===== src/rtl/pb_event_debounce.sv =====
// Push-button conditioner: synchroniser, stable-count debounce and
// per-channel press/release/long-press/auto-repeat event generation.
module pb_event_debounce #(
  parameter int NUM_BTN      = 4,
  parameter int SYNC_STAGES  = 2,
  parameter int DEBOUNCE_CYC = 16,
  parameter int LONG_CYC     = 1000,
  parameter int REPEAT_CYC   = 250,
  parameter int ACTIVE_LOW   = 1
) (
  input  logic               clk,
  input  logic               rst,
  input  logic [NUM_BTN-1:0] pb_in,
  output logic [NUM_BTN-1:0] btn_level,
  output logic [NUM_BTN-1:0] pressed,
  output logic [NUM_BTN-1:0] released,
  output logic [NUM_BTN-1:0] long_press,
  output logic [NUM_BTN-1:0] repeat_evt
);

  if (SYNC_STAGES < 2) begin : g_err_sync
    $error("SYNC_STAGES must be >= 2");
  end
  if (DEBOUNCE_CYC < 1) begin : g_err_deb
    $error("DEBOUNCE_CYC must be >= 1");
  end
  if (LONG_CYC < 1) begin : g_err_long
    $error("LONG_CYC must be >= 1");
  end

  localparam int DW = $clog2(DEBOUNCE_CYC + 1);
  localparam int HW = $clog2(LONG_CYC + 1);
  localparam int RW = (REPEAT_CYC > 0) ? $clog2(REPEAT_CYC + 1) : 1;
  localparam int REP_M1 = (REPEAT_CYC > 0) ? REPEAT_CYC - 1 : 0;

  localparam logic          IDLE_LVL = (ACTIVE_LOW != 0);
  localparam logic [DW-1:0] DEB_LAST = DW'(DEBOUNCE_CYC - 1);
  localparam logic [HW-1:0] HOLD_LAST = HW'(LONG_CYC - 1);
  localparam logic [RW-1:0] REP_LAST = RW'(REP_M1);

  typedef enum logic [1:0] {
    S_IDLE,
    S_HOLD,
    S_LONG
  } st_e;

  logic [SYNC_STAGES-1:0] sync_q [NUM_BTN];
  logic [SYNC_STAGES-1:0] sync_d [NUM_BTN];
  logic [DW-1:0]          deb_q  [NUM_BTN];
  logic [DW-1:0]          deb_d  [NUM_BTN];
  logic [HW-1:0]          hold_q [NUM_BTN];
  logic [HW-1:0]          hold_d [NUM_BTN];
  logic [RW-1:0]          rep_q  [NUM_BTN];
  logic [RW-1:0]          rep_d  [NUM_BTN];
  st_e                    st_q   [NUM_BTN];
  st_e                    st_d   [NUM_BTN];

  logic [NUM_BTN-1:0] sync_in;
  logic [NUM_BTN-1:0] lvl_q, lvl_d;
  logic [NUM_BTN-1:0] prs_q, prs_d;
  logic [NUM_BTN-1:0] rls_q, rls_d;
  logic [NUM_BTN-1:0] lp_q, lp_d;
  logic [NUM_BTN-1:0] rp_q, rp_d;

  always_comb begin
    sync_in = '0;
    lvl_d   = lvl_q;
    prs_d   = '0;
    rls_d   = '0;
    lp_d    = '0;
    rp_d    = '0;
    for (int i = 0; i < NUM_BTN; i++) begin
      sync_d[i] = {sync_q[i][SYNC_STAGES-2:0], pb_in[i]};
      deb_d[i]  = '0;
      hold_d[i] = hold_q[i];
      rep_d[i]  = rep_q[i];
      st_d[i]   = st_q[i];
      sync_in[i] = sync_q[i][SYNC_STAGES-1] ^ IDLE_LVL;

      if (sync_in[i] != lvl_q[i]) begin
        if (deb_q[i] == DEB_LAST) begin
          lvl_d[i] = sync_in[i];
          prs_d[i] = sync_in[i];
          rls_d[i] = ~sync_in[i];
        end else begin
          deb_d[i] = deb_q[i] + DW'(1);
        end
      end

      // An accepted release wins over any long/repeat event due this edge
      unique case (st_q[i])
        S_IDLE: begin
          if (prs_d[i]) begin
            st_d[i]   = S_HOLD;
            hold_d[i] = '0;
          end
        end
        S_HOLD: begin
          if (rls_d[i]) begin
            st_d[i]   = S_IDLE;
            hold_d[i] = '0;
          end else begin
            hold_d[i] = hold_q[i] + HW'(1);
            if (hold_q[i] == HOLD_LAST) begin
              st_d[i]  = S_LONG;
              lp_d[i]  = 1'b1;
              rep_d[i] = '0;
            end
          end
        end
        S_LONG: begin
          if (rls_d[i]) begin
            st_d[i]   = S_IDLE;
            hold_d[i] = '0;
            rep_d[i]  = '0;
          end else if (REPEAT_CYC > 0) begin
            if (rep_q[i] == REP_LAST) begin
              rep_d[i] = '0;
              rp_d[i]  = 1'b1;
            end else begin
              rep_d[i] = rep_q[i] + RW'(1);
            end
          end
        end
        default: begin
          st_d[i]   = S_IDLE;
          hold_d[i] = '0;
          rep_d[i]  = '0;
        end
      endcase
    end
  end

  always_ff @(posedge clk or posedge rst) begin
    if (rst) begin
      for (int i = 0; i < NUM_BTN; i++) begin
        sync_q[i] <= {SYNC_STAGES{IDLE_LVL}};
        deb_q[i]  <= '0;
        hold_q[i] <= '0;
        rep_q[i]  <= '0;
        st_q[i]   <= S_IDLE;
      end
      lvl_q <= '0;
      prs_q <= '0;
      rls_q <= '0;
      lp_q  <= '0;
      rp_q  <= '0;
    end else begin
      for (int i = 0; i < NUM_BTN; i++) begin
        sync_q[i] <= sync_d[i];
        deb_q[i]  <= deb_d[i];
        hold_q[i] <= hold_d[i];
        rep_q[i]  <= rep_d[i];
        st_q[i]   <= st_d[i];
      end
      lvl_q <= lvl_d;
      prs_q <= prs_d;
      rls_q <= rls_d;
      lp_q  <= lp_d;
      rp_q  <= rp_d;
    end
  end

  assign btn_level  = lvl_q;
  assign pressed    = prs_q;
  assign released   = rls_q;
  assign long_press = lp_q;
  assign repeat_evt = rp_q;

endmodule


===== config.mk =====
export PLATFORM = sky130hd
export DESIGN_NAME = pb_event_debounce
export DESIGN_NICKNAME = d
export VERILOG_FILES = /design/src/rtl/pb_event_debounce.sv
export SDC_FILE = /design/constraint.sdc
export NUM_CORES = 1
export LEC_CHECK = 0
export CORE_MARGIN = 2
export CORE_UTILIZATION = 40
export DETAILED_ROUTE_END_ITERATION = 12
export DONT_BUFFER_PORTS = 1
export SYNTH_ARGS = -nofsm -noshare
export SYNTH_HDL_FRONTEND = slang
export SYNTH_SLANG_ARGS = --single-unit

===== constraint.sdc =====
create_clock -name clk -period 4.6 [get_ports clk]
set_clock_uncertainty 0.15 [all_clocks]
set_input_delay 0.92 -clock clk [delete_from_list [all_inputs] [get_ports clk]]
set_output_delay 0.92 -clock clk [all_outputs]
set_load 0.01 [all_outputs]

==> results_dict.tcl, run 1 <==
set metrics [dict create \
    seq_power_share 0.455 \
    fin_util 0.455 \
    p_sw_frac 0.199 \
    required_ns 4.72 \
    fin_area_um2 6840 \
    p_leak_nw 3.18 \
    whs_endpoint "sync_q[3]" \
    cts_tree "built" \
    synth-edff-count 0 \
    synthFlopType "dfrtp_1" \
    seqCellArea_um2 3210 \
    pin_count 26 \
    worstSkewPairLatency_ns 0.41 \
    grt_max_degree 80 \
    synth.distinct_cells 56 \
    nNetsFinal 633 \
    reg2reg_setup_slack_ns 2.29 \
    placed_cell_area_um2 6260 \
    syn-num-nets 627 \
    dp_hpwl_um 7470 \
    multi_input_area_um2 2740 \
    p_switching_w 0.000506 \
    insertedDiodeCount 0 \
    dieArea_um2 16200 \
    crit-reg2reg-launch "btn_level[0]" \
    pwr-share-clk 0.527 \
    postRouteAntennaNets 0 \
    drt_first_pass_iters 7 \
    min_from "sync_d[3]" \
    syn_to_final_growth_pct 12.3 \
    fin_crit_ns 2.31 \
    clock-sinks 128 \
    pwr-share-comb 0.018 \
    peakVddDrop_mv 0.242 \
    num_vias 4349 \
    powerDensity_nw_per_um2 371 \
    postSynth.asyncResetShare 1.00 \
    port_buffers 0 \
    dieHeight_um 127 \
    synthCells 605 \
    coreArea_um2 15000 \
    grt_setup_unrepaired "no" \
    numCtsBuffers 17 \
    min_path_type "flip-flop to flip-flop" \
    synth_area_per_cell_um2 10.1 \
    rows 45 \
    clockBufferDepth 2 \
    tightest_slew_ns 0.987 \
    instances_no_fill 812 \
    grt_usage 0.148 \
    wl_per_cell_um 13.8 \
    max_freq_mhz 434 \
    p_int_w 0.00204 \
    initial_utilization 0.405 \
    hold_viol 0 \
    drv_slew 0 \
    setup_violations 0 \
    maxCapViolations 0 \
    cp_max_fo 12 \
    crit_type "flip-flop to flip-flop" \
    cts_root_buf "clkbuf_16" \
    drtIter0Drc 321 \
    fin_tns_setup_ns 0 \
    drive_gt1_frac 0.0833 \
    cts_setup_buffers 0 \
    whs_path_depth 0 \
    wirelength_um 11200 \
    vias_per_cell 5.36 \
    arrival_ns 2.42 \
    yosysSeqAreaShare 0.527 \
    maxSlewHeadroom 0.342 \
    htreeDepth 4 \
    grt_pass1_wl_um 19700 \
    outcome "finished clean" \
    antenna_found_initial 0 \
    postCtsHoldBufs 0 \
    ys_seq_elements 128 \
    min_period_over_period 0.501 \
    grt_pass1_vias 4253 \
    critPathLaunchType "flip-flop" \
    cp-end-kind "flip-flop" \
    die_x_um 127 \
    finalWeightedCongestion 0.811 \
    n_fill_cell 1372 \
    rr_endpoint "hold_q[35]" \
    route.detailed.drc 0 \
    grt_overflow 0 \
    r2r.worst_path.cells 5 \
    netlist_area_um2 6090 \
    clkSlewWorstSetupHoldPaths_ns 0.05 \
    ys.warnings.count 0 \
    power.total_w 0.00254 \
    placedCellCount 780 \
    cts_resized 0 \
]
[placed cells by master, fill, tap and decap left out, drive strengths merged, types with 3 or more instances in the layout]
master   count
a211o        3
a21o        11
a21oi       16
a31oi        9
and2         9
and3        18
buf          3
bufinv       3
clkbuf      26
clkinv       3
dfrtp      120
dfstp        8
ha          16
inv         13
nand2       72
nand2b       4
nand3       30
nand4        3
nand4b       7
nor2        54
nor2b        6
nor3        17
nor3b        8
nor4         8
o2111ai      7
o211ai       3
o21a         3
o21ai       65
o21bai       5
o31ai        5
or2          3
or3         13
or4          3
xnor2       12
xor2        25
[power by group through the flow]
stage	Combinational [W]	Clock, W	Sequential (W)
after floorplan	0.0000370	0	0.00117
after global placement	0.0000459	0	0.00117
after detailed placement	0.0000488	0	0.00118
after CTS	0.0000491	0.00137	0.00116
after global routing	0.0000557	0.00142	0.00116
final	0.0000461	0.00134	0.00116
[critical path, stage by stage (launching register included)]
cell     delay (ns)
dfrtp_1        0.48
or3_1          0.43
a21oi_1        0.63
o21ai_0        0.22
xor2_1         0.20
nor2_1         0.06
[per-layer routing]
layer  vias to the layer above  wire (µm)  track usage
met2                        53       5360        0.233
li1                       2158          -            -
met1                      2129       5320        0.189
met3                         9        382       0.0498
met5                         -          0            0
met4                         0        117       0.0601
[metrics by stage]
stage | setup WS (ns) | hold WS [ns]
after floorplan | 0.131 | 0.195
after global placement | 2.37 | 0.197
after CTS | 2.29 | 0.207
after global routing | 2.01 | 0.211
final | 2.29 | 0.206
after detailed placement | 2.31 | 0.198
[worst max-delay path by stage]
stage,startpoint,endpoint,slack [ns],cells after the start
2_1_floorplan,rst,btn_level[0],0.13,1
3_5_place_dp,deb_q[0],rep_q[5],2.31,7
5_1_grt,btn_level[0],hold_q[37],2.01,5
3_3_place_gp,rst,sync_d[5],2.37,2
6_report,btn_level[0],hold_q[35],2.29,5
4_1_cts,btn_level[0],hold_q[35],2.29,5
[sequential cells by signal (all words and copies together), names as in the netlist]
register and cells:
pressed 4, sync_d 4, released 4, repeat_evt 4
hold_q 40, rep_q 32, deb_q 20, st_q 8
btn_level 4, sync_q 4, long_press 4
[cell usage after synthesis, types with 2 or more instances]
cell       count  area [µm²]
o21ai_0       64         320
or3_1         12        75.1
nand3_1       30         150
nand2_1       72         270
nand2b_1       4        25.0
o211ai_1       3        22.5
buf_6          3        33.8
o21bai_1       5        37.5
or4_1          2        15.0
dfrtp_1      120        3000
a22o_1         2        17.5
xor2_1        25         219
a21oi_1       14        70.1
xnor2_1       12         105
a21o_1        11        82.6
dfstp_2        8         210
a211o_1        3        26.3
o31ai_1        5        37.5
inv_1         12        45.0
o2111ai_2      2        30.0
a31oi_1        9        56.3
nor4_1         7        43.8
or2_1          2        12.5
nand4b_4       2        47.6
and3_1        18         113
o21a_1         3        22.5
nor3_1        17        85.1
nand4b_1       3        26.3
o2111ai_1      5        43.8
clkbuf_1       3        11.3
and2_1         9        56.3
o22ai_1        2        12.5
nor3b_1        8        60.1
nor2_1        53         199
buf_2         10        50.1
mux2i_1        2        20.0
ha_1          16         200
nand4b_2       2        30.0
nand4_1        3        18.8
nor2b_1        6        37.5
[cell families after synthesis]
family,synth area share
simple gates,0.220
flops,0.527
fa+ha+maj,0.0329
compound gates,0.140
buf+inv,0.0236
xor+xnor,0.0532
mux,0.00329
[layout make-up]
cell class / instances / share of cell area
flip-flops and latches: 128 / 0.470
multi-input cells: 448 / 0.400
clock buffers: 26 / 0.0700
well taps: 188 / 0.0344
clock inverters: 6 / 0.0154
inverters: 13 / 0.00750
repair buffers: 3 / 0.00329
Note: power is estimated with default switching activity, not from simulation.
==> inputs of run 2 (changes only) <==
==> constraint.sdc (replaced) <==
create_clock -name clk -period 2.23 [get_ports clk]
set_clock_uncertainty 0.15 [all_clocks]
set_input_delay 0.446 -clock clk [delete_from_list [all_inputs] [get_ports clk]]
set_output_delay 0.446 -clock clk [all_outputs]
set_load 0.01 [all_outputs]
==> results_dict.tcl, run 2 (synthesis results as in run 1) <==
set metrics [dict create \
    outcome "finished clean" \
    final_common_cell "dfrtp_1" \
    drive_gt1_frac 0.129 \
    critPathLaunchType "flip-flop" \
    drt_first_pass_iters 4 \
    place_ws_ns 0.0671 \
    num_vias 4510 \
    cts_tree "built" \
    max_freq_mhz 472 \
    grt_setup_unrepaired "no" \
    pwr-share-comb 0.021 \
    dieArea_um2 16200 \
    grt_pass1_wl_um 20800 \
    seq_power_share 0.439 \
    startpoint "deb_q[0]" \
    wl_per_cell_um 13.9 \
    reg2reg_setup_slack_ns 0.11 \
    fin_tns_setup_ns 0 \
    p_int_w 0.00437 \
    max_stage_delay_ns 0.46 \
    hold_viol 0 \
    coreArea_um2 15000 \
    insertedDiodeCount 0 \
    rr_endpoint "rep_q[5]" \
    largest_reg_flops 40 \
    grt_usage 0.157 \
    layout_common_cells "dfrtp_1, nand2_1, o21ai_0, nor2_1, nand3_1" \
    syn_to_final_growth_pct 17.9 \
    worstSkewPairLatency_ns 0.42 \
    setup_slack_ns 0.110 \
    rows 45 \
    biggestRegsByFlops "hold_q: 40 flops, rep_q: 32 flops, deb_q: 20 flops" \
    pin_count 26 \
    required_ns 2.41 \
    p_leak_nw 3.36 \
    antenna_found_initial 0 \
    pwr-share-clk 0.540 \
    crit_chain "ha_1 > nand4b_4 > or2_2 > inv_2 > or3_1 > or3_1 > o211ai_1" \
    path_buf_inv 1 \
    nNetsFinal 661 \
    clock-sinks 128 \
    tightest_slew_ns 0.612 \
    cpMaxStageDelayCell "or3_1" \
    clockBufferDepth 2 \
    cp-end-kind "flip-flop" \
    fin_crit_ns 2.12 \
    finalWeightedCongestion 0.785 \
    crit-reg2reg-launch "deb_q[0]" \
    fin_util 0.478 \
    port_buffers 0 \
    drv_slew 0 \
    cp_max_fo 7 \
    p_switching_w 0.00106 \
    initial_utilization 0.405 \
    critPathTopFamily "simple AND/OR/NAND/NOR gates" \
    dieHeight_um 127 \
    endpoint "rep_q[5]" \
    maxCapViolations 0 \
    p_sw_frac 0.196 \
    min_period_over_period 0.951 \
    grt_pass1_vias 4570 \
    postRouteAntennaNets 0 \
    htreeDepth 4 \
    arrival_ns 2.30 \
    setup_violations 0 \
    powerDensity_nw_per_um2 756 \
    peakVddDrop_mv 0.555 \
    route.detailed.drc 0 \
    holdWs_ns 0.204 \
    power.total_w 0.00543 \
    drtIter0Drc 224 \
    maxSlewHeadroom 0.591 \
    cts_root_buf "clkbuf_16" \
    n_fill_cell 1368 \
    numCtsBuffers 17 \
    cpMostUsedCell "or3_1" \
    die_x_um 127 \
    crit_cells 7 \
    vias_per_cell 5.37 \
    grt_overflow 0 \
    largest-register "hold_q" \
    r2r.worst_path.cells 7 \
    dp_hpwl_um 7760 \
    grt_max_degree 50 \
    min_path_type "flip-flop to flip-flop" \
    crit_type "flip-flop to flip-flop" \
    clkSlewWorstSetupHoldPaths_ns 0.05 \
    wirelength_um 11700 \
]
==> run 2: cell types whose count changed in the layout (fill, tap and decap cells not counted), sizes merged <==
cell and change:
buf +23, dlygate4sd3 +5, clkbuf +2, clkinv -2, clkinvlp +1, inv -1
==> run 2: routing by layer <==
metal,part of all wire,global-route usage,up-vias
li1,-,-,2218
met1,0.47,0.201,2193
met2,0.47,0.248,77
met3,0.036,0.0410,22
met4,0.023,0.0776,0
met5,0,0,-
==> run 2: area by class of cell <==
type | count | area, µm² | share of cell area
clock inverter | 4 | 95.1 | 0.0132
sequential | 128 | 3210 | 0.447
inverter | 13 | 52.6 | 0.00732
tap | 188 | 235 | 0.0327
timing repair buffer | 31 | 283 | 0.0394
clock buffer | 28 | 537 | 0.0747
multi-input combinational | 448 | 2770 | 0.385
==> run 2: worst register-to-register path, cell delays in order, from the launching register on <==
cell and delay, ns:
dfrtp_1 0.39, ha_1 0.27, nand4b_4 0.10, or2_2 0.14
inv_2 0.06, or3_1 0.46, or3_1 0.38, o211ai_1 0.09
==> run 2: what timing repair did <==
item,CTS,global route
hold buffers,5,0
setup endpoints to repair,0,8
buffers inserted,0,0
hold endpoints to repair,21,0
resized for setup,0,6
==> run 2: worst min path at each step <==
stage | cells past startpoint | startpoint | end
3_3_place_gp | 0 | sync_d[3] | sync_q[3]
4_1_cts | 0 | sync_d[1] | sync_q[1]
5_1_grt | 0 | sync_d[3] | sync_q[3]
2_1_floorplan | 0 | sync_d[1] | sync_q[1]
6_report | 0 | sync_d[3] | sync_q[3]
3_5_place_dp | 0 | sync_d[5] | sync_q[5]
==> run 2: stage by stage <==
stage | instances | cell area (µm²)
after floorplan | 605 | 6100
after global placement | 803 | 6470
after detailed placement | 803 | 6470
after CTS | 840 | 7150
after global routing | 840 | 7180
final | 840 | 7180
==> run 2: power groups by stage <==
| stage | clock network (W) | registers (W) | logic [W] |
|---|---|---|---|
| after floorplan | 0 | 0.00242 | 0.0000769 |
| after global placement | 0 | 0.00242 | 0.000105 |
| after detailed placement | 0 | 0.00242 | 0.000111 |
| after CTS | 0.00300 | 0.00238 | 0.000119 |
| after global routing | 0.00308 | 0.00239 | 0.000132 |
| final | 0.00293 | 0.00238 | 0.000113 |
==> inputs of run 3 (changes only) <==
--- a/config.mk
+++ b/config.mk
@@ -5,10 +5,11 @@
 export SDC_FILE = /design/constraint.sdc
 export NUM_CORES = 1
 export LEC_CHECK = 0
-export CORE_MARGIN = 2
+export CORE_MARGIN = 8
 export CORE_UTILIZATION = 40
 export DETAILED_ROUTE_END_ITERATION = 12
 export DONT_BUFFER_PORTS = 1
+export SETUP_SLACK_MARGIN = 0.05
 export SYNTH_ARGS = -nofsm -noshare
 export SYNTH_HDL_FRONTEND = slang
 export SYNTH_SLANG_ARGS = --single-unit
==> results_dict.tcl, run 3 (synthesis results as in run 1) <==
set metrics [dict create \
    multi_input_area_um2 2760 \
    p_leak_nw 3.31 \
    clockBufferDepth 2 \
    arrival_ns 2.24 \
    rows 45 \
    outcome "finished clean" \
    crit_chain "ha_1 > nand4b_4 > or2_2 > inv_2 > or3_4 > or3_1 > o211ai_1" \
    reg2reg_setup_slack_ns 0.17 \
    min_path_type "flip-flop to flip-flop" \
    vias_per_cell 5.30 \
    grt_max_degree 79 \
    seq_power_share 0.460 \
    p_int_w 0.00409 \
    syn_to_final_growth_pct 16.3 \
    clkSlewWorstSetupHoldPaths_ns 0.06 \
    port_buffers 0 \
    wirelength_um 11400 \
    cp_max_fo 7 \
    drv_slew 0 \
    dieHeight_um 139 \
    r2r.worst_path.cells 7 \
    power.total_w 0.00518 \
    finalWeightedCongestion 0.814 \
    maxCapViolations 0 \
    cts_tree "built" \
    wl_per_cell_um 13.6 \
    route.detailed.drc 0 \
    crit-reg2reg-launch "deb_q[0]" \
    numCtsBuffers 17 \
    cts_root_buf "clkbuf_16" \
    fin_area_um2 7090 \
    peakVddDrop_mv 0.504 \
    max_freq_mhz 485 \
    grt_setup_unrepaired "yes" \
    grt_overflow 0 \
    placed_cell_area_um2 6440 \
    powerDensity_nw_per_um2 731 \
    tightest_slew_ns 0.501 \
    die_x_um 139 \
    seqCellArea_um2 3210 \
    clock-sinks 128 \
    postRouteAntennaNets 0 \
    drive_gt1_frac 0.127 \
    drt_first_pass_iters 4 \
    p_sw_frac 0.210 \
    hold_viol 0 \
    grt_usage 0.125 \
    antenna_found_initial 0 \
    p_switching_w 0.00109 \
    rr_endpoint "rep_q[5]" \
    max_stage_delay_ns 0.42 \
    coreArea_um2 15000 \
    min_from "sync_d[1]" \
    critPathLaunchType "flip-flop" \
    initial_utilization 0.405 \
    nNetsFinal 660 \
    grt_pass1_wl_um 20200 \
    cp-end-kind "flip-flop" \
    whs_path_depth 0 \
    biggestRegsByFlops "hold_q: 40 flops, rep_q: 32 flops, deb_q: 20 flops" \
    min_period_over_period 0.925 \
    dieArea_um2 19400 \
    pin_count 26 \
    layout_common_cells "dfrtp_1, nand2_1, o21ai_0, nor2_1, nand3_1" \
    required_ns 2.41 \
    largest_reg_flops 40 \
    dp_hpwl_um 7710 \
    pwr-share-clk 0.519 \
    cpMaxStageDelayCell "or3_4" \
    critPathTopFamily "simple AND/OR/NAND/NOR gates" \
    num_vias 4449 \
    final_common_cell "dfrtp_1" \
    path_buf_inv 1 \
    htreeDepth 4 \
    fin_crit_ns 2.06 \
    fin_tns_setup_ns 0 \
    largest-register "hold_q" \
    grt_pass1_vias 4379 \
    insertedDiodeCount 0 \
    drtIter0Drc 232 \
    holdWs_ns 0.205 \
    pwr-share-comb 0.020 \
    n_fill_cell 1396 \
    worstSkewPairLatency_ns 0.41 \
    whs_endpoint "sync_q[1]" \
    setup_slack_ns 0.168 \
    maxSlewHeadroom 0.663 \
    crit_type "flip-flop to flip-flop" \
    place_ws_ns 0.0678 \
    setup_violations 0 \
]
[run 3: repair_timing]
item	in CTS	in global routing
hold buffers	5	0
resized for setup	0	5
buffers inserted	0	0
endpoints found under the setup margin	0	11
endpoints found under the hold margin	27	0
[run 3: stage by stage]
| step | util | std cells |
|---|---|---|
| 6_report | 0.471 | 839 |
| 5_1_grt | 0.471 | 839 |
| 4_1_cts | 0.470 | 839 |
| 3_5_place_dp | 0.428 | 802 |
| 3_3_place_gp | 0.428 | 802 |
| 2_1_floorplan | - | 605 |
[run 3: layout make-up]
| cell class | instances | area share |
|---|---|---|
| clock inverters | 10 | 0.0157 |
| multi-input cells | 448 | 0.389 |
| clock buffers | 22 | 0.0655 |
| inverters | 13 | 0.00742 |
| flip-flops and latches | 128 | 0.453 |
| repair buffers | 30 | 0.0353 |
| well taps | 188 | 0.0332 |
[run 3: worst max path at each step]
stage	from	end	slack [ns]	cells past startpoint
CTS	deb_q[15]	rep_q[30]	0.06	6
finish	deb_q[0]	rep_q[5]	0.17	7
global route	deb_q[15]	rep_q[31]	0.04	6
floorplan	rst	btn_level[0]	0.06	1
global placement	deb_q[15]	rep_q[31]	0.16	6
detailed placement	deb_q[15]	rep_q[30]	0.07	6
[run 3: per-layer routing]
layer / part of all wire / track usage / up-vias
li1: - / - / 2222
met3: 0.038 / 0.0448 / 6
met2: 0.48 / 0.201 / 45
met5: 0 / 0 / -
met4: 0.0094 / 0.0462 / 0
met1: 0.47 / 0.152 / 2176
[run 3: power groups by stage]
stage	clock (W)	combinational (W)	sequential, W
floorplan	0	0.0000769	0.00242
global placement	0	0.0000991	0.00242
detailed placement	0	0.000105	0.00242
CTS	0.00276	0.000113	0.00238
global route	0.00286	0.000128	0.00239
finish	0.00269	0.000106	0.00238
[run 3: worst reg2reg max path, delay by kind of cell (launching register included)]
kind / cells / cell delay (ns)
AO/OA/AOI/OAI: 1 / 0.08
buffers and inverters: 1 / 0.06
flip-flops: 1 / 0.39
adder cells (fa/ha/maj): 1 / 0.27
AND/OR/NAND/NOR: 4 / 1.03
